===== config.mk =====
export PLATFORM = sky130hd
export DESIGN_NAME = i2s_tx_serializer_flat
export DESIGN_NICKNAME = d
export VERILOG_FILES = /design/src/rtl/i2s_tx_if.sv /design/src/rtl/i2s_tx_serializer.sv /design/src/flat_wrapper.sv
export SDC_FILE = /design/constraint.sdc
export NUM_CORES = 1
export LEC_CHECK = 0
export ABC_AREA = 1
export CAP_MARGIN = 10
export CORE_ASPECT_RATIO = 1.25
export CORE_MARGIN = 5
export CORE_UTILIZATION = 41
export CTS_BUF_LIST = sky130_fd_sc_hd__clkbuf_4 sky130_fd_sc_hd__clkbuf_8 sky130_fd_sc_hd__clkbuf_16
export DETAILED_ROUTE_END_ITERATION = 8
export SYNTH_ARGS = -nofsm -noshare
export SYNTH_HDL_FRONTEND = slang
export SYNTH_SLANG_ARGS = --single-unit

===== constraint.sdc =====
create_clock -name clk_i -period 3.89 [get_ports clk_i]
set_clock_uncertainty 0.2 [all_clocks]
set_input_delay 0.389 -clock clk_i [delete_from_list [all_inputs] [get_ports clk_i]]
set_output_delay 0.389 -clock clk_i [all_outputs]
set_load 0.01 [all_outputs]

===== src/rtl/i2s_tx_if.sv =====
// Sample handshake and I2S output bundle for i2s_tx_serializer.
// The DUT side is the slave modport; the sample source and the bus monitor use the master modport.
interface i2s_tx_if #(
  parameter int PKT_WIDTH = 16
);
  logic [PKT_WIDTH-1:0] pkt_i;
  logic                 pktChanged_i;
  logic                 ws_o;
  logic                 sd_o;
  logic                 frameStart_o;
  logic                 underrun_o;
  logic                 overrun_o;

  modport master (
    output pkt_i, pktChanged_i,
    input  ws_o, sd_o, frameStart_o, underrun_o, overrun_o
  );

  modport slave (
    input  pkt_i, pktChanged_i,
    output ws_o, sd_o, frameStart_o, underrun_o, overrun_o
  );
endinterface


===== src/rtl/i2s_tx_serializer.sv =====
// Mono-to-stereo I2S transmitter: holds the latest sample and sends it MSB-first in both slots.
// Optional I2S_TX_MUTE_ON_UNDERRUN_EN: an underrun frame is sent as silence instead of a repeat.
module i2s_tx_serializer #(
  parameter int PKT_WIDTH  = 16,
  parameter int SLOT_WIDTH = 16
) (
  input  logic      clk_i,
  input  logic      rst_i,
  i2s_tx_if.slave   bus
);
  localparam int FRAME = 2 * SLOT_WIDTH;
  localparam int CW    = $clog2(FRAME);
  localparam logic [CW-1:0] CNT_LAST = CW'(FRAME - 1);
  localparam logic [CW-1:0] CNT_SLOT = CW'(SLOT_WIDTH);

  logic [CW-1:0]        cnt_q, cnt_d;
  logic                 ws_q, ws_d;
  logic [FRAME-1:0]     shreg_q, shreg_d;
  logic [PKT_WIDTH-1:0] hold_q, hold_d;
  logic                 pending_q, pending_d;
  logic                 frame_start_q, frame_start_d;
  logic                 underrun_q, underrun_d;
  logic                 overrun_q, overrun_d;

  logic                  load;
  logic                  strobe;
  logic [PKT_WIDTH-1:0]  src;
  logic [SLOT_WIDTH-1:0] slot_w;

  assign load   = (cnt_q == '0);
  assign strobe = bus.pktChanged_i;

  always_comb begin
`ifdef I2S_TX_MUTE_ON_UNDERRUN_EN
    src = pending_q ? hold_q : '0;
`else
    src = hold_q;
`endif
    // Sample left-justified in its slot, trailing bits zero.
    slot_w = '0;
    slot_w[SLOT_WIDTH-1 -: PKT_WIDTH] = src;
  end

  always_comb begin
    cnt_d         = (cnt_q == CNT_LAST) ? '0 : cnt_q + CW'(1);
    ws_d          = (cnt_d >= CNT_SLOT);
    shreg_d       = load ? {slot_w, slot_w} : {shreg_q[FRAME-2:0], 1'b0};
    hold_d        = strobe ? bus.pkt_i : hold_q;
    // A strobe on the load edge re-arms pending for the following frame.
    pending_d     = strobe | (pending_q & ~load);
    frame_start_d = load;
    underrun_d    = load & ~pending_q;
    overrun_d     = strobe & pending_q;
  end

  always_ff @(posedge clk_i or posedge rst_i) begin
    if (rst_i) begin
      cnt_q         <= '0;
      ws_q          <= 1'b0;
      shreg_q       <= '0;
      hold_q        <= '0;
      pending_q     <= 1'b0;
      frame_start_q <= 1'b0;
      underrun_q    <= 1'b0;
      overrun_q     <= 1'b0;
    end else begin
      cnt_q         <= cnt_d;
      ws_q          <= ws_d;
      shreg_q       <= shreg_d;
      hold_q        <= hold_d;
      pending_q     <= pending_d;
      frame_start_q <= frame_start_d;
      underrun_q    <= underrun_d;
      overrun_q     <= overrun_d;
    end
  end

  assign bus.ws_o         = ws_q;
  assign bus.sd_o         = shreg_q[FRAME-1];
  assign bus.frameStart_o = frame_start_q;
  assign bus.underrun_o   = underrun_q;
  assign bus.overrun_o    = overrun_q;
endmodule


===== src/flat_wrapper.sv =====
// flat-port wrapper written by rule: the top's interface ports become plain ports
module i2s_tx_serializer_flat 
#(
  parameter int PKT_WIDTH  = 16,
  parameter int SLOT_WIDTH = 16
)
  (clk_i, rst_i, bus_pkt_i, bus_pktChanged_i, bus_ws_o, bus_sd_o, bus_frameStart_o, bus_underrun_o, bus_overrun_o);
  i2s_tx_if #(.PKT_WIDTH(PKT_WIDTH)) bus_i ();
  input  logic clk_i;
  input  logic rst_i;
  input wire logic [$bits(bus_i.pkt_i)-1:0] bus_pkt_i;
  input wire logic [$bits(bus_i.pktChanged_i)-1:0] bus_pktChanged_i;
  output wire logic [$bits(bus_i.ws_o)-1:0] bus_ws_o;
  output wire logic [$bits(bus_i.sd_o)-1:0] bus_sd_o;
  output wire logic [$bits(bus_i.frameStart_o)-1:0] bus_frameStart_o;
  output wire logic [$bits(bus_i.underrun_o)-1:0] bus_underrun_o;
  output wire logic [$bits(bus_i.overrun_o)-1:0] bus_overrun_o;
  assign bus_i.pkt_i = bus_pkt_i;
  assign bus_i.pktChanged_i = bus_pktChanged_i;
  assign bus_ws_o = bus_i.ws_o;
  assign bus_sd_o = bus_i.sd_o;
  assign bus_frameStart_o = bus_i.frameStart_o;
  assign bus_underrun_o = bus_i.underrun_o;
  assign bus_overrun_o = bus_i.overrun_o;
  i2s_tx_serializer #(.PKT_WIDTH(PKT_WIDTH), .SLOT_WIDTH(SLOT_WIDTH)) u_core (.clk_i(clk_i), .rst_i(rst_i), .bus(bus_i));
endmodule

==> impl_metrics.toml <==
[run]
max-cap-violations = 0

[cts]
cts_tree = "yes"
cts_num_sinks = 57
cts_root_buf = "clkbuf_8"
clock_latency_ns = 0.33
clkTransAtPathRegs_ns = 0.06
cts_max_path_buffers = 2
cts_inserted_buffers = 9
cts.hold.buffers_added = 0
post_cts_buffers = 0
htree_levels = 3
post_cts_resized = 0

[power_and_ir_drop]
ir_worst_vdd_uv = 393
power.leakage_nw = 1.47
p_sw_mw = 0.258
intPower_mw = 1.07
power_frac_seq_pct = 47.8
fin_total_pwr_mw = 1.33
pwr-share-comb_pct = 5.0
switching_share_pct = 19.4
clockPowerShare_pct = 47.2
p_per_area_nw_per_um2 = 500

[drt]
via_count = 1440
drt_iter0_markers = 85
routed_via_density = 4.57
ant_nets = 0
avgRoutedWirePerCell_um = 11.8
dr.pass1.iters = 4
drcViolationCount = 0
drt_wl_total_um = 3730

[logic_synthesis]
yosysTopAreaCell = "dfrtp_1"
synth_top_area_share_pct = 65.5
ys_ff_latch = 57
avgSynthCellArea_um2 = 9.86
ys_types = 17
synth_cells = 221
ys_seq_area_share_pct = 65.5
yosysWarnings = 0
synth_nets = 243
syn_area_um2 = 2180
synth_area_leaders = "dfrtp_1, nand2_1, nand3_1"

[sta]
rsz0062_at_grt = "no"
min_period_ns = 2.06
setup_violations = 0
fmax_mhz = 485
slew_violations = 0
maxSlewHeadroom_pct = 46.3
hold_viol = 0
final.setup.tns_ns = 0
fin_crit_sh_pct = 53.0
worst_slew_pin_slew_ns = 0.805

[setup_path]
crit_fanout = 18
start_kind = "input port"
setup.worst_path.start = "bus_pktChanged_i"
crit_type = "input port to flip-flop"
r2r_start = "u_core.cnt_q[0]"
required_ns = 3.90
setup.worst_path.end_class = "flip-flop"
crit_arrival_ns = 2.07

[layout]
post-route-util_pct = 52.0
stdcell_area_um2 = 2660
syn_to_final_growth_pct = 22.1
ff_latch_area_um2 = 1430
fillerInstances = 481
final_cells = 315
final_nets = 270
antenna-diode-count = 0
drive_gt1_share_pct = 11.1
multi_input_area_um2 = 647

[floorplanning]
fp.dieH_um = 91.5
num_io_pins = 24
rows = 29
initial_core_util_pct = 42.6
die_x_um = 75.2
fp.coreArea_um2 = 5120
die-area_um2 = 6880

[global_routing]
antenna_found_initial = 0
grt_start_max_net_pins = 41
grt_pass1_vias = 1425
grtUsageTotal_pct = 13.0
grt-ovfl-total = 0
grt_pass1_wl_um = 6620

[placed_design]
dpl-instance-area_um2 = 2430
gp_congestion = 0.706
placed_cells = 299
hpwl_um = 2580
io_buffers = 23

[worst_hold_path]
hold_path_startpoint = "u_core.shreg_q[30]"
hold_class = "flip-flop to flip-flop"

[run_status]
status = "finished clean"
==> state kept, by name (all words and copies together) (netlist names) <==
name / flops
u_core.hold_q: 16
u_core.bus.overrun_o: 1
u_core.pending_q: 1
u_core.shreg_q: 32
u_core.bus.underrun_o: 1
u_core.bus.frameStart_o: 1
u_core.cnt_q: 5
==> power by group through the flow <==
| stage | sequential, mW | clock, mW | combinational [mW] |
|---|---|---|---|
| finish | 0.636 | 0.628 | 0.0662 |
| global route | 0.640 | 0.673 | 0.0773 |
| CTS | 0.636 | 0.647 | 0.0690 |
| detailed placement | 0.647 | 0 | 0.0686 |
| global placement | 0.646 | 0 | 0.0678 |
| floorplan | 0.644 | 0 | 0.0378 |
==> cells by family (layout without fill, tap and decap cells) <==
group,after synthesis,count (layout),synth area share [%]
flops,57,57,65.5
fa+ha+maj,3,3,1.72
simple gates,141,141,27.5
compound gates,2,2,0.459
buf+inv,18,50,4.82
==> layout make-up <==
type | instances | area share (%)
clock buffers | 14 | 6.54
inverters | 10 | 1.41
clock inverters | 2 | 2.26
well taps | 62 | 2.92
multi-input cells | 146 | 24.3
repair buffers | 24 | 8.94
flip-flops and latches | 57 | 53.6
==> through the flow <==
step	setup slack, ns	hold slack, ns
after CTS	1.79	0.240
final	1.83	0.237
after global routing	1.64	0.267
after global placement	1.49	0.223
after floorplan	1.90	0.218
after detailed placement	1.44	0.229
==> synth_stat cells <==
cell type and number:
nand2_2 6, nor2_2 1, buf_4 1, ha_1 3, o21ai_0 1, a21oi_1 1
nand2_1 110, clkinv_1 1, dfrtp_1 57, nand2_4 1, nor2_4 1, inv_1 9
buf_6 4, buf_2 3, nor2_8 1, nor2_1 4, nand3_1 17
==> path summary, 6_finish.rpt <==
path	endpoint	slack, ns	cells past startpoint
worst max register to register	u_core.shreg_q[16]	2.13	7
worst max-delay path	u_core.hold_q[6]	1.83	4
worst min register to register	u_core.shreg_q[31]	0.24	2
max in group asynchronous	u_core.shreg_q[27]	2.43	3
worst min-delay path	u_core.shreg_q[31]	0.24	2
min in group asynchronous	u_core.shreg_q[18]	0.33	2
==> worst max-delay path: stages <==
cell	delay, ns
clkdlybuf4s50_1	0.85
clkinv_1	0.56
nand2_1	0.19
nand2_1	0.08
==> routing by layer <==
metal	wire [um]	up-vias	GRT usage, %
met2	1810	23	18.0
met4	120	0	9.62
met1	1690	682	17.4
met3	113	9	2.98
met5	0	-	0
li1	-	726	-
==> cells in the final DEF (no fill, tap or decap) <==
cell               n
nand2_1          110
dfrtp_1           57
clkdlybuf4s50_1   23
nand3_1           17
clkbuf_8          11
inv_1              8
nand2_2            6
nor2_1             4
ha_1               3
clkbuf_4           3
bufinv_16          2
clkinv_1           1
o21ai_0            1
a21oi_1            1
nor2_8             1
nor2_4             1
nand2_4            1
nor2_2             1
inv_2              1
buf_4              1
Note: power is estimated with default switching activity, not from simulation.
==> RTL change 1: new RTL, config.mk and constraints unchanged <==
The option `I2S_TX_MUTE_ON_UNDERRUN_EN` is turned on by a define.
--- a/src/rtl/i2s_tx_serializer.sv
+++ b/src/rtl/i2s_tx_serializer.sv
@@ -1,5 +1,7 @@
 // Mono-to-stereo I2S transmitter: holds the latest sample and sends it MSB-first in both slots.
 // Optional I2S_TX_MUTE_ON_UNDERRUN_EN: an underrun frame is sent as silence instead of a repeat.
+`define I2S_TX_MUTE_ON_UNDERRUN_EN
+
 module i2s_tx_serializer #(
   parameter int PKT_WIDTH  = 16,
   parameter int SLOT_WIDTH = 16
Check against the original RTL: same outputs for any inputs over 10 cycles, from zero or initial values and one cycle with rst_i high; that may be too few to reach the edited logic, so the function may still have changed.
==> RTL change 1 against the unedited design <==
Worst setup slack better by 0.092 ns. Sequential cell count stayed put. Count of clock-buffer cells in the layout is 4 lower. Critical path type unchanged. Non-clock buffer count stayed put. Sequential power hardly changed. Area after synthesis is 4.5% higher. Synthesized cell count is 8.1% higher. Largest power group is now the clock network. Power is 3.3% higher. Highest routed layer unchanged. Wire length is 2.1% higher. Via count is 4.9% higher. Cell area is 3.6% higher.
==> RTL change 1: results (changes against the unedited design) <==
status=complete, no violations; relative slew slack=0.4885 (+0.02572); initial antenna violation count=0 (unchanged); CTS root buf=clkbuf_8; most frequent cells after synthesis=nand2_1, dfrtp_1, nand3b_1, inv_1; CTS max path bufs=2 (unchanged); pin count of the biggest net entering global routing=40 (-2.4%); GP Congestion=0.6975 (-1.1%); Final #Nets=286 (+5.9%); maximum vdd drop=375.2 uV (-4.6%); share of layout cells above drive strength 1=0.09294 (-0.01774); top flop regs=u_core.shreg_q (32), u_core.hold_q (16), u_core.cnt_q (5); Worst Hold Class=register to register; leakage power=0.001504 uW (+2.6%); worst-path fanout max=18 (unchanged); clock transition at the registers of the reported paths=0.06 ns (about the same); DP Wirelength=2540 um (-1.6%); Setup Buffers After CTS=0 (unchanged); Clock Latency Late Sink=0.33 ns (about the same); DR vias=1510 (+4.9%); reg-to-reg startpoint=u_core.cnt_q[0]$_DFF_PP0_; post-synthesis async set-or-reset flop share=1.000 (unchanged); Routed WL=3803 um (+2.1%); TritonCTS Buffers=9 (unchanged); DRT Pass-1 Iters=4 (unchanged); syn nets=261 (+7.4%); ANT cells=0 (unchanged); DRT iter0 DRCs=160 (+88%); worst path arrival time=1.98 ns (-0.09 ns); H-tree Lvls=3 (unchanged); Yosys Warn Count=0 (unchanged); first-pass GRT wire length=6610 um (-0.11%); post-CTS sizing=0 (unchanged); Crit. Startpoint=bus_pktChanged_i; dpl cells=317 (+6.0%); Synth cell types=17 (unchanged); top post-synthesis cells by area=dfrtp_1, nand2_1, nand3b_1, buf_6, ha_1; All-Layer GR Usage=0.1198 (-0.01024); IO buf count=23 (unchanged); Chip Width=76.66 um (+1.9%); post-synthesis sequential area ratio=0.6264 (-0.02842); DR WL/cell=11.42 um (-3.4%); hold_sp=u_core.shreg_q[30]$_DFF_PP0_; Mapped Cells=239 (+8.1%)
## RTL change 1: changes by cell type after synthesis, sizes merged
cell	before	now
nand2	117	133
nand3	17	1
nand3b	0	16
buf	8	10
## RTL change 1: worst paths after layout
path                                                       to  slack [ns]  cells past startpoint
max in group asynchronous        u_core.hold_q[1]$_DFFE_PP0P_        2.44                      3
worst min-delay path             u_core.shreg_q[31]$_DFF_PP0_        0.24                      2
worst min register to register   u_core.shreg_q[31]$_DFF_PP0_        0.24                      2
min in group asynchronous        u_core.hold_q[8]$_DFFE_PP0P_        0.32                      2
worst max register to register   u_core.shreg_q[19]$_DFF_PP0_        2.02                      7
worst max-delay path            u_core.hold_q[11]$_DFFE_PP0P_        1.92                      4
## RTL change 1: critical path, cell delays in order
cell             delay [ns]
clkdlybuf4s50_1        0.81
clkinv_1               0.54
nand2_1                0.18
nand2_1                0.07
## RTL change 1: routing by layer
layer	track usage	vias up	part of all wire
met5	0	-	0
met4	0.07434	0	0.020
met3	0.04528	5	0.044
met2	0.1764	31	0.45
met1	0.1478	699	0.49
li1	-	775	-
## RTL change 1: final cells by class
type                    instances  area [um^2]
inverters                      10        37.54
well taps                      64        80.08
fillers                       515         2650
repair buffers                 24        237.7
flip-flops and latches         57         1426
clock buffers                  10        137.6
multi-input cells             162        730.7
clock inverters                 6        105.1
## RTL change 1: stage by stage
stage                     instance area (um^2)  setup WS [ns]
after detailed placement                  2512          1.557
after global placement                    2512          1.589
after global routing                      2755          1.770
after CTS                                 2755          1.895
final                                     2755          1.921
after floorplan                           2277          1.901
## RTL change 1: logic make-up after synthesis
kind of cell	Yosys count	share of synthesized area
compound gates	2	0.004391
fa+ha+maj	3	0.01649
buf+inv	20	0.05274
flops	57	0.6264
simple gates	157	0.3000
## RTL change 1: power breakdown
group,internal (uW),leakage [uW],total (uW),switching [uW]
Clock,439,0.000126,663,224
Sequential,623,0.000723,636,13.1
Combinational,37.9,0.000655,74.9,37.0
==> RTL change 2: new RTL, same flow settings <==
Without the edit above. Reset style: synchronous (`rst_i`), changed in one clocked block.
--- a/src/rtl/i2s_tx_serializer.sv
+++ b/src/rtl/i2s_tx_serializer.sv
@@ -53,7 +53,7 @@
     overrun_d     = strobe & pending_q;
   end
 
-  always_ff @(posedge clk_i or posedge rst_i) begin
+  always_ff @(posedge clk_i) begin
     if (rst_i) begin
       cnt_q         <= '0;
       ws_q          <= 1'b0;
Behaviour: differs if rst_i is asserted again (counterexample within 4 cycles, from zero or initial values and one cycle with rst_i high); with rst_i held inactive, the same outputs for 10 cycles.
==> RTL change 2 against the unedited design <==
Via count rose by 2.6%. Power rose by 4.0%. Sequential cell count unchanged. Worst setup slack improved by 0.046 ns. Non-clock buffer count is the same. Final cell count did not move. First-iteration DRC count grew 51%. Wire length up 0.40%. Cell area fell by 7.1%. Area after synthesis shrank 8.4%. Sequential power about the same.
==> RTL change 2: results (changes against the unedited design) <==
top post-synthesis cells by area=dfxtp_1, a21oi_1, nor2_1, nand2_1, nand3_2; Worst Hold Class=register to register; first-pass GRT wire length=6444 um (-2.6%); All-Layer GR Usage=0.1336 (+0.003562); post-CTS sizing=0 (unchanged); worst-path fanout max=32 (+14); post-synthesis async set-or-reset flop share=0 (-1.000); Crit. Startpoint=u_core.cnt_q[0]$_SDFF_PP0_; Setup Buffers After CTS=0 (unchanged); worst path arrival time=2.01 ns (-0.06 ns); r2r worst-path depth=7 (unchanged); GP Congestion=0.7688 (+9.0%); ys flop type=dfxtp_1; relative slew slack=0.6188 (+0.1560); reg2reg end=u_core.shreg_q[7]$_SDFF_PP0_; clock transition at the registers of the reported paths=0.06 ns (about the same); IO buf count=23 (unchanged); post-synthesis sequential area ratio=0.5721 (-0.08265); initial antenna violation count=0 (unchanged); DRT Pass-1 Iters=4 (unchanged); DRT iter0 DRCs=128 (+51%); most frequent cells after synthesis=dfxtp_1, nor2_1, nand2_1, a21oi_1, o21ai_0; vias in the first global route=1382 (-3.0%); Yosys Warn Count=0 (unchanged); top flop regs=u_core.shreg_q (32), u_core.hold_q (16), u_core.cnt_q (4); Clock Latency Late Sink=0.32 ns; TritonCTS Buffers=9 (unchanged); R2R setup slack=1.87 ns (-0.26 ns); ANT cells=0 (unchanged); maximum vdd drop=339.9 uV (-14%); Final #Nets=273 (+1.1%); Routed WL=3740 um (+0.40%); leakage power=0.0009596 uW (-35%); Synth cell types=21 (+4); syn nets=250 (+2.9%); H-tree Lvls=3 (unchanged); CP Class=register to register; Placed Instance Area=0.002240 mm^2 (-7.7%); CTS max path bufs=2 (unchanged); pin count of the biggest net entering global routing=37 (-9.8%); status=complete, no violations; share of layout cells above drive strength 1=0.1216 (+0.01090); DP Wirelength=2501 um (-3.1%); CTS root buf=clkbuf_8; Via density=4.689 (+2.6%)
-- RTL change 2: cell count changes after synthesis, sizes merged --
cell    change
nor3b       +2
dfrtp      -57
clkbuf      +4
or2         +1
nand2      -82
a21oi      +31
nand3       +1
nor2       +34
dfxtp      +57
o21ai      +16
-- RTL change 2: kinds of logic (layout without fill, tap and decap cells) --
| group | count (synthesis) | in the layout | synth area share |
|---|---|---|---|
| AOI/OAI and AO/OA | 49 | 49 | 0.1230 |
| adders and majority gates | 3 | 3 | 0.01882 |
| buffers and inverters | 22 | 49 | 0.05331 |
| DFF | 57 | 57 | 0.5721 |
| and+or+nand+nor | 97 | 97 | 0.2328 |
-- RTL change 2: metrics by stage --
stage / power (uW) / std cells / worst slack, ns
after floorplan: 731.1 / 228 / 2.427
after global placement: 768.9 / 300 / 1.750
after detailed placement: 769.1 / 300 / 1.756
after CTS: 1401 / 315 / 1.856
after global routing: 1452 / 315 / 1.648
final: 1384 / 315 / 1.874
-- RTL change 2: worst min path at each step --
stage          cells after the start  slack, ns                               end                     startpoint
2_1_floorplan                      1       0.21  u_core.bus.underrun_o$_SDFF_PP0_    u_core.pending_q$_SDFF_PP0_
3_3_place_gp                       2       0.23      u_core.shreg_q[2]$_SDFF_PP0_   u_core.shreg_q[1]$_SDFF_PP0_
3_5_place_dp                       2       0.23      u_core.shreg_q[2]$_SDFF_PP0_   u_core.shreg_q[1]$_SDFF_PP0_
4_1_cts                            2       0.24      u_core.shreg_q[2]$_SDFF_PP0_   u_core.shreg_q[1]$_SDFF_PP0_
5_1_grt                            2       0.26     u_core.shreg_q[18]$_SDFF_PP0_  u_core.shreg_q[17]$_SDFF_PP0_
6_report                           2       0.24      u_core.shreg_q[2]$_SDFF_PP0_   u_core.shreg_q[1]$_SDFF_PP0_
-- RTL change 2: cell type report --
cell class	instances	area, um^2
flip-flops and latches	57	1141
inverters	10	38.79
multi-input cells	149	747.0
repair buffers	24	237.7
well taps	60	75.07
clock inverters	2	60.06
clock buffers	13	172.7
fillers	470	2257
-- RTL change 2: metal layers --
layer	GRT usage	part of all wire
met1	0.1816	0.51
met2	0.1839	0.43
met3	0.03444	0.036
met4	0.09060	0.024
met5	0	0
-- RTL change 2: where the power goes --
part	leakage, uW	switching, uW	internal (uW)
combinational	0.000373	71.1	48.5
sequential	0.000468	15.3	621
clock	0.000119	212	417
-- RTL change 2: critical path, cell delays in order, from the launching register on --
cell,delay [ns]
dfxtp_1,0.33
inv_1,0.06
ha_1,0.13
inv_1,0.06
nor2_4,0.38
nand2_2,0.47
nand2_1,0.18
a21oi_1,0.08
